## src/rtl/hazard_pkg.sv

```systemverilog
// hazard_pkg: shared definitions for the pipeline hazard controller.
//   state_e         - 2-bit FSM encoding (RUN / MEM_WAIT / ERROR)
//   HZ_MEM_TIMEOUT  - default MEM_WAIT cycle limit before ERROR
//   HZ_CNT_W        - default stall-cycle counter width
//   HZ_REG_W        - register specifier width
package hazard_pkg;

    localparam int HZ_MEM_TIMEOUT = 255;
    localparam int HZ_CNT_W       = 16;
    localparam int HZ_REG_W       = 5;

    typedef enum logic [1:0] {
        ST_RUN      = 2'b00,
        ST_MEM_WAIT = 2'b01,
        ST_ERROR    = 2'b10
    } state_e;

endpackage

```

## src/rtl/hazard_ctrl_sat_counter.sv

```systemverilog
// sat_counter: W-bit up-counter that sticks at all-ones.
//   clk   - clock, rising edge
//   rst_n - asynchronous active-low clear
//   inc   - count this cycle
//   count - current value
module sat_counter #(
    parameter int W = 16
) (
    input  logic         clk,
    input  logic         rst_n,
    input  logic         inc,
    output logic [W-1:0] count
);

    logic [W-1:0] r_count;

    always_ff @(posedge clk or negedge rst_n) begin
        if (!rst_n) begin
            r_count <= '0;
        end else if (inc && (r_count != {W{1'b1}})) begin
            r_count <= r_count + 1'b1;
        end
    end

    assign count = r_count;

endmodule

```

## src/rtl/hazard_ctrl.sv

```systemverilog
// hazard_ctrl: load-use / branch-flush / memory-stall control for a 5-stage pipe.
//   clk_i, rst_n_i           - clock, async active-low reset
//   IDEX_MemRead_i, IDEX_rd_i - load in EX and its destination
//   IFID_rs1_i, IFID_rs2_i    - sources of the instruction in ID
//   Branch_taken_i            - branch resolved taken in ID
//   dmem_req_i, dmem_ack_i    - MEM-stage access request / completion
//   noop_o                    - bubble into ID/EX
//   PCWrite_o, IFIDWrite_o    - PC and IF/ID write enables
//   IFIDFlush_o               - clear IF/ID to NOP
//   stall_all_o               - freeze ID/EX, EX/MEM, MEM/WB
//   err_o                     - sticky memory-timeout flag
//   stall_cnt_o               - saturating count of bubble/freeze cycles
module hazard_ctrl
    import hazard_pkg::*;
#(
    parameter int MEM_TIMEOUT = HZ_MEM_TIMEOUT,
    parameter int CNT_W       = HZ_CNT_W
) (
    input  logic                clk_i,
    input  logic                rst_n_i,
    input  logic                IDEX_MemRead_i,
    input  logic [HZ_REG_W-1:0] IDEX_rd_i,
    input  logic [HZ_REG_W-1:0] IFID_rs1_i,
    input  logic [HZ_REG_W-1:0] IFID_rs2_i,
    input  logic                Branch_taken_i,
    input  logic                dmem_req_i,
    input  logic                dmem_ack_i,
    output logic                noop_o,
    output logic                PCWrite_o,
    output logic                IFIDWrite_o,
    output logic                IFIDFlush_o,
    output logic                stall_all_o,
    output logic                err_o,
    output logic [CNT_W-1:0]    stall_cnt_o
);

    localparam int WAIT_W = $clog2(MEM_TIMEOUT + 1);
    localparam logic [WAIT_W-1:0] WAIT_MAX = WAIT_W'(MEM_TIMEOUT);

    state_e            r_state, w_state_nxt;
    logic [WAIT_W-1:0] r_wait_cnt, w_wait_nxt;

    logic w_lu;
    logic w_mem_stall;
    logic w_noop, w_pcw, w_ifidw, w_flush, w_stall, w_err;

    // x0 is never written, so a load to x0 cannot create a dependency.
    assign w_lu = IDEX_MemRead_i && (IDEX_rd_i != '0) &&
                  ((IDEX_rd_i == IFID_rs1_i) || (IDEX_rd_i == IFID_rs2_i));

    always_ff @(posedge clk_i or negedge rst_n_i) begin
        if (!rst_n_i) begin
            r_state    <= ST_RUN;
            r_wait_cnt <= '0;
        end else begin
            r_state    <= w_state_nxt;
            r_wait_cnt <= w_wait_nxt;
        end
    end

    always_comb begin
        w_state_nxt = r_state;
        w_wait_nxt  = r_wait_cnt;
        w_mem_stall = 1'b0;
        w_noop      = 1'b0;
        w_pcw       = 1'b1;
        w_ifidw     = 1'b1;
        w_flush     = 1'b0;
        w_stall     = 1'b0;
        w_err       = 1'b0;

        case (r_state)
            ST_RUN: begin
                // req with same-cycle ack is a single-cycle access: no stall.
                w_mem_stall = dmem_req_i && !dmem_ack_i;
                if (w_mem_stall) begin
                    w_state_nxt = ST_MEM_WAIT;
                    w_wait_nxt  = WAIT_W'(1);
                end
            end
            ST_MEM_WAIT: begin
                // Ack releases in the same cycle and beats the timeout.
                w_mem_stall = !dmem_ack_i;
                if (dmem_ack_i) begin
                    w_state_nxt = ST_RUN;
                    w_wait_nxt  = '0;
                end else if (r_wait_cnt == WAIT_MAX) begin
                    w_state_nxt = ST_ERROR;
                end else begin
                    w_wait_nxt = r_wait_cnt + 1'b1;
                end
            end
            ST_ERROR: begin
                w_state_nxt = ST_ERROR;
            end
            default: begin
                w_state_nxt = ST_RUN;
                w_wait_nxt  = '0;
            end
        endcase

        // Output priority: error, memory freeze, load-use bubble, branch flush.
        if (r_state == ST_ERROR) begin
            w_err   = 1'b1;
            w_stall = 1'b1;
            w_noop  = 1'b1;
            w_pcw   = 1'b0;
            w_ifidw = 1'b0;
        end else if (w_mem_stall) begin
            w_stall = 1'b1;
            w_pcw   = 1'b0;
            w_ifidw = 1'b0;
        end else if (w_lu) begin
            w_noop  = 1'b1;
            w_pcw   = 1'b0;
            w_ifidw = 1'b0;
        end else if (Branch_taken_i) begin
            w_flush = 1'b1;
        end

        // Hold the pipe quiet while reset is asserted.
        if (!rst_n_i) begin
            w_err   = 1'b0;
            w_stall = 1'b1;
            w_noop  = 1'b1;
            w_pcw   = 1'b0;
            w_ifidw = 1'b0;
            w_flush = 1'b0;
        end
    end

    assign noop_o      = w_noop;
    assign PCWrite_o   = w_pcw;
    assign IFIDWrite_o = w_ifidw;
    assign IFIDFlush_o = w_flush;
    assign stall_all_o = w_stall;
    assign err_o       = w_err;

    sat_counter #(
        .W(CNT_W)
    ) u_stall_cnt (
        .clk  (clk_i),
        .rst_n(rst_n_i),
        .inc  (w_noop || w_stall),
        .count(stall_cnt_o)
    );

endmodule

```

## config.mk

```make
export PLATFORM = sky130hd
export DESIGN_NAME = hazard_ctrl
export DESIGN_NICKNAME = d
export VERILOG_FILES = /design/src/rtl/hazard_pkg.sv /design/src/rtl/hazard_ctrl_sat_counter.sv /design/src/rtl/hazard_ctrl.sv
export SDC_FILE = /design/constraint.sdc
export NUM_CORES = 1
export LEC_CHECK = 0
export BUFFER_PORTS_ARGS = -buffer_cell sky130_fd_sc_hd__buf_2
export CAP_MARGIN = 15
export CORE_MARGIN = 5
export CORE_UTILIZATION = 35
export DETAILED_ROUTE_END_ITERATION = 8
export HOLD_SLACK_MARGIN = 0.1
export PLACE_DENSITY = 0.61
export SLEW_MARGIN = 20
export SYNTH_ARGS = -nofsm -noshare
export SYNTH_HDL_FRONTEND = slang
export SYNTH_SLANG_ARGS = --single-unit
export TNS_END_PERCENT = 100
```

## constraint.sdc

```tcl
create_clock -name clk_i -period 2.3 [get_ports clk_i]
set_input_delay 0.345 -clock clk_i [delete_from_list [all_inputs] [get_ports clk_i]]
set_output_delay 0.345 -clock clk_i [all_outputs]
set_load 0.01 [all_outputs]
```

==> impl_metrics.csv <==
group,metric,value,unit
clocking,htreeDepth,1,
logic_synthesis,ys_ff_latch,26,
worst_setup_path,regToRegEndpoint,"u_stall_cnt.count[9]",
clocking,postCtsHoldBufs,0,
logic_synthesis,synth-edff-count,0,
clocking,clockBufferDepth,2,
floorplan,fp.dieH,76.8,µm
logic_synthesis,seq_area_frac_synth,0.417,
timing,clock.fmax,476,MHz
logic_synthesis,postSynthCellCount,172,
logic_synthesis,syn_nets,195,
pwr,power.total,1.51,mW
placed_design,dp_hpwl,2810,µm
clocking,clkLatencyLatePin,0.27,ns
route,ant_nets,0,
clocking,root_buffer,"clkbuf_8",
pwr,ir_drop,0.396,mV
timing,maxSlewViolCount,0,
route,wl,3610,µm
clocking,ctsResizeCount,0,
route,dr_total_vias,1375,
logic_synthesis,yosysWarnings,0,
worst_setup_path,crit_fanout,6,
clocking,clock_sinks,26,
floorplan,start_util,0.359,
worst_setup_path,r2r-start,"u_stall_cnt.count[0]",
placed_design,port_buffers,42,
route,routed_via_density,5.04,
pwr,p_leak,0.832,nW
timing,slew_headroom,0.698,
grt,grt_pass1_wl,6240,µm
floorplan,coreArea,0.00435,mm²
timing,setup_tns,0,ns
clocking,post-cts-setup-buffers,0,
timing,finClkSkew,0.00368,ns
worst_setup_path,rr_worst_depth,8,
logic_synthesis,netlist_area,0.00156,mm²
hold_path,hp-class,"input pin to asynchronous set/reset pin",
floorplan,die_x,76.8,µm
floorplan,io_pins,43,
timing,report.final.hold_viol_count,0,
cells_and_area,fillerInstances,420,
timing,worst_slew_pin_slew,0.452,ns
cells_and_area,syn_to_final_growth,22.8,%
worst_setup_path,cp-start-kind,"flip-flop",
grt,grt_max_degree,29,
logic_synthesis,async_flop_share,1.00,
cells_and_area,multiInputGateArea,880,µm²
worst_setup_path,crit_required,1.96,ns
timing,rsz0062_at_grt,"no",
route,route.detailed.wl_per_inst,13.2,µm
logic_synthesis,syn_avg_cell_area,9.08,µm²
placed_design,place_congestion,0.809,
clocking,path_clk_slew,0.09,ns
timing,timing.final.crit_share,0.913,
grt,grt_pass1_vias,1374,
logic_synthesis,synth.distinct_cells,39,
worst_setup_path,worst-endpoint-arrival,1.76,ns
worst_setup_path,critPathLaunch,"r_state[1]",
grt,grt_usage,0.127,
logic_synthesis,ys.flop_type,"dfrtp_1",
route,drt_iter0_markers,55,
status,status,"completed",
grt,grt_overflow,0,
run,cap_violations,0,
timing,setup_viol,0,
cells_and_area,ff_latch_area,651,µm²
cells_and_area,drive_above_1_share,0.258,
worst_setup_path,r2r_setup_slack,0.25,ns
route,dr.pass1.iters,4,
timing,min_period,2.10,ns
clocking,tritoncts,"yes",
cells_and_area,nets,245,
worst_setup_path,critPathKind,"flip-flop to output pin",
floorplan,die-area,0.00590,mm²
route,route.detailed.drc,0,
pwr,p_per_area,786,mW/mm²
worst_setup_path,critPathCapture,"IFIDFlush_o",
grt,antenna_found_initial,0,
floorplan,rows,24,
worst_setup_path,worst_setup_path_end_kind,"output pin",
cells_and_area,diodes,0,
clocking,cts_inserted_buffers,3,
==> Yosys cell counts (all sizes together) (2+ instances only) <==
library cell / n / area [µm²]
a21oi: 6 / 41.3
buf: 2 / 12.5
dfrtp: 26 / 651
ha: 2 / 25.0
inv: 5 / 18.8
mux2: 4 / 45.0
nand2: 26 / 97.6
nand2b: 5 / 31.3
nand3: 13 / 70.1
nand4: 4 / 25.0
nor2: 17 / 63.8
nor3: 9 / 45.0
nor4b: 2 / 17.5
o21ai: 6 / 30.0
o22ai: 3 / 25.0
or3: 3 / 18.8
xnor2: 16 / 140
xor2: 7 / 61.3
==> area by class of cell <==
class	count	area share
well taps	52	0.0339
multi-input cells	139	0.459
repair buffers	47	0.129
clock buffers	4	0.0287
flip-flops and latches	26	0.339
inverters	5	0.00979
==> metrics by stage <==
step / std cells / instance area [µm²] / worst slack (ns) / utilization / hold WS (ns)
final: 273 / 1920 / 0.199 / 0.440 / 0.0883
after global routing: 273 / 1920 / 0.0551 / 0.440 / 0.128
after CTS: 273 / 1920 / 0.184 / 0.440 / 0.109
after detailed placement: 269 / 1860 / 0.222 / 0.428 / 0.412
after global placement: 269 / 1860 / 0.263 / 0.428 / 0.398
after floorplan: 172 / 1560 / 0.385 / - / 0.0494
==> cell usage in the layout, fill, tap and decap left out, types with 2 or more instances in the layout <==
master / instances
o22ai_1: 2
inv_1: 5
xor2_1: 7
a21oi_1: 5
or3_1: 3
o21ai_0: 5
dfrtp_1: 26
buf_2: 42
ha_1: 2
xnor2_1: 16
nor2_1: 17
buf_4: 5
nand2b_1: 5
nand3_1: 12
nor3_1: 9
nor4b_1: 2
clkbuf_8: 4
nand4_1: 4
mux2_1: 4
nand2_1: 26
==> kinds of logic after synthesis <==
group,count (synthesis),share of synthesized area
flops,26,0.417
simple gates,86,0.270
buf+inv,7,0.0200
mux,5,0.0353
compound gates,23,0.113
fa+ha+maj,2,0.0160
xor+xnor,23,0.129
==> flip-flops by register name, summed over array words and instances (netlist names) <==
| signal | cells |
|---|---|
| r_wait_cnt | 8 |
| u_stall_cnt.count | 16 |
| r_state | 2 |
==> routing by layer <==
metal	track usage	vias up	routed length, µm
li1	-	696	-
met1	0.166	638	1730
met2	0.201	37	1590
met3	0.0269	4	232
met4	0.0542	0	62
met5	0	-	0
==> worst max-delay path, cell delays in order (launching register included) <==
cell and delay [ns]:
dfrtp_1 0.40, or2_1 0.30, o211a_1 0.28, inv_1 0.15
a21oi_4 0.06, and2_1 0.16, buf_2 0.13
==> how the worst min path moves through the flow <==
| stage | end | slack [ns] | depth (start not counted) |
|---|---|---|---|
| after global placement | r_wait_cnt[0] | 0.40 | 2 |
| after detailed placement | r_wait_cnt[0] | 0.41 | 2 |
| final | r_wait_cnt[0] | 0.09 | 2 |
| after CTS | r_wait_cnt[0] | 0.11 | 2 |
| after global routing | r_wait_cnt[0] | 0.13 | 2 |
| after floorplan | r_state[0] | 0.05 | 0 |
==> power by group <==
part / internal (mW) / switching, mW
clock: 0.153 / 0.143
combinational: 0.234 / 0.270
sequential: 0.561 / 0.146
total: 0.948 / 0.560
No activity file was read; power rests on OpenSTA's default activity.
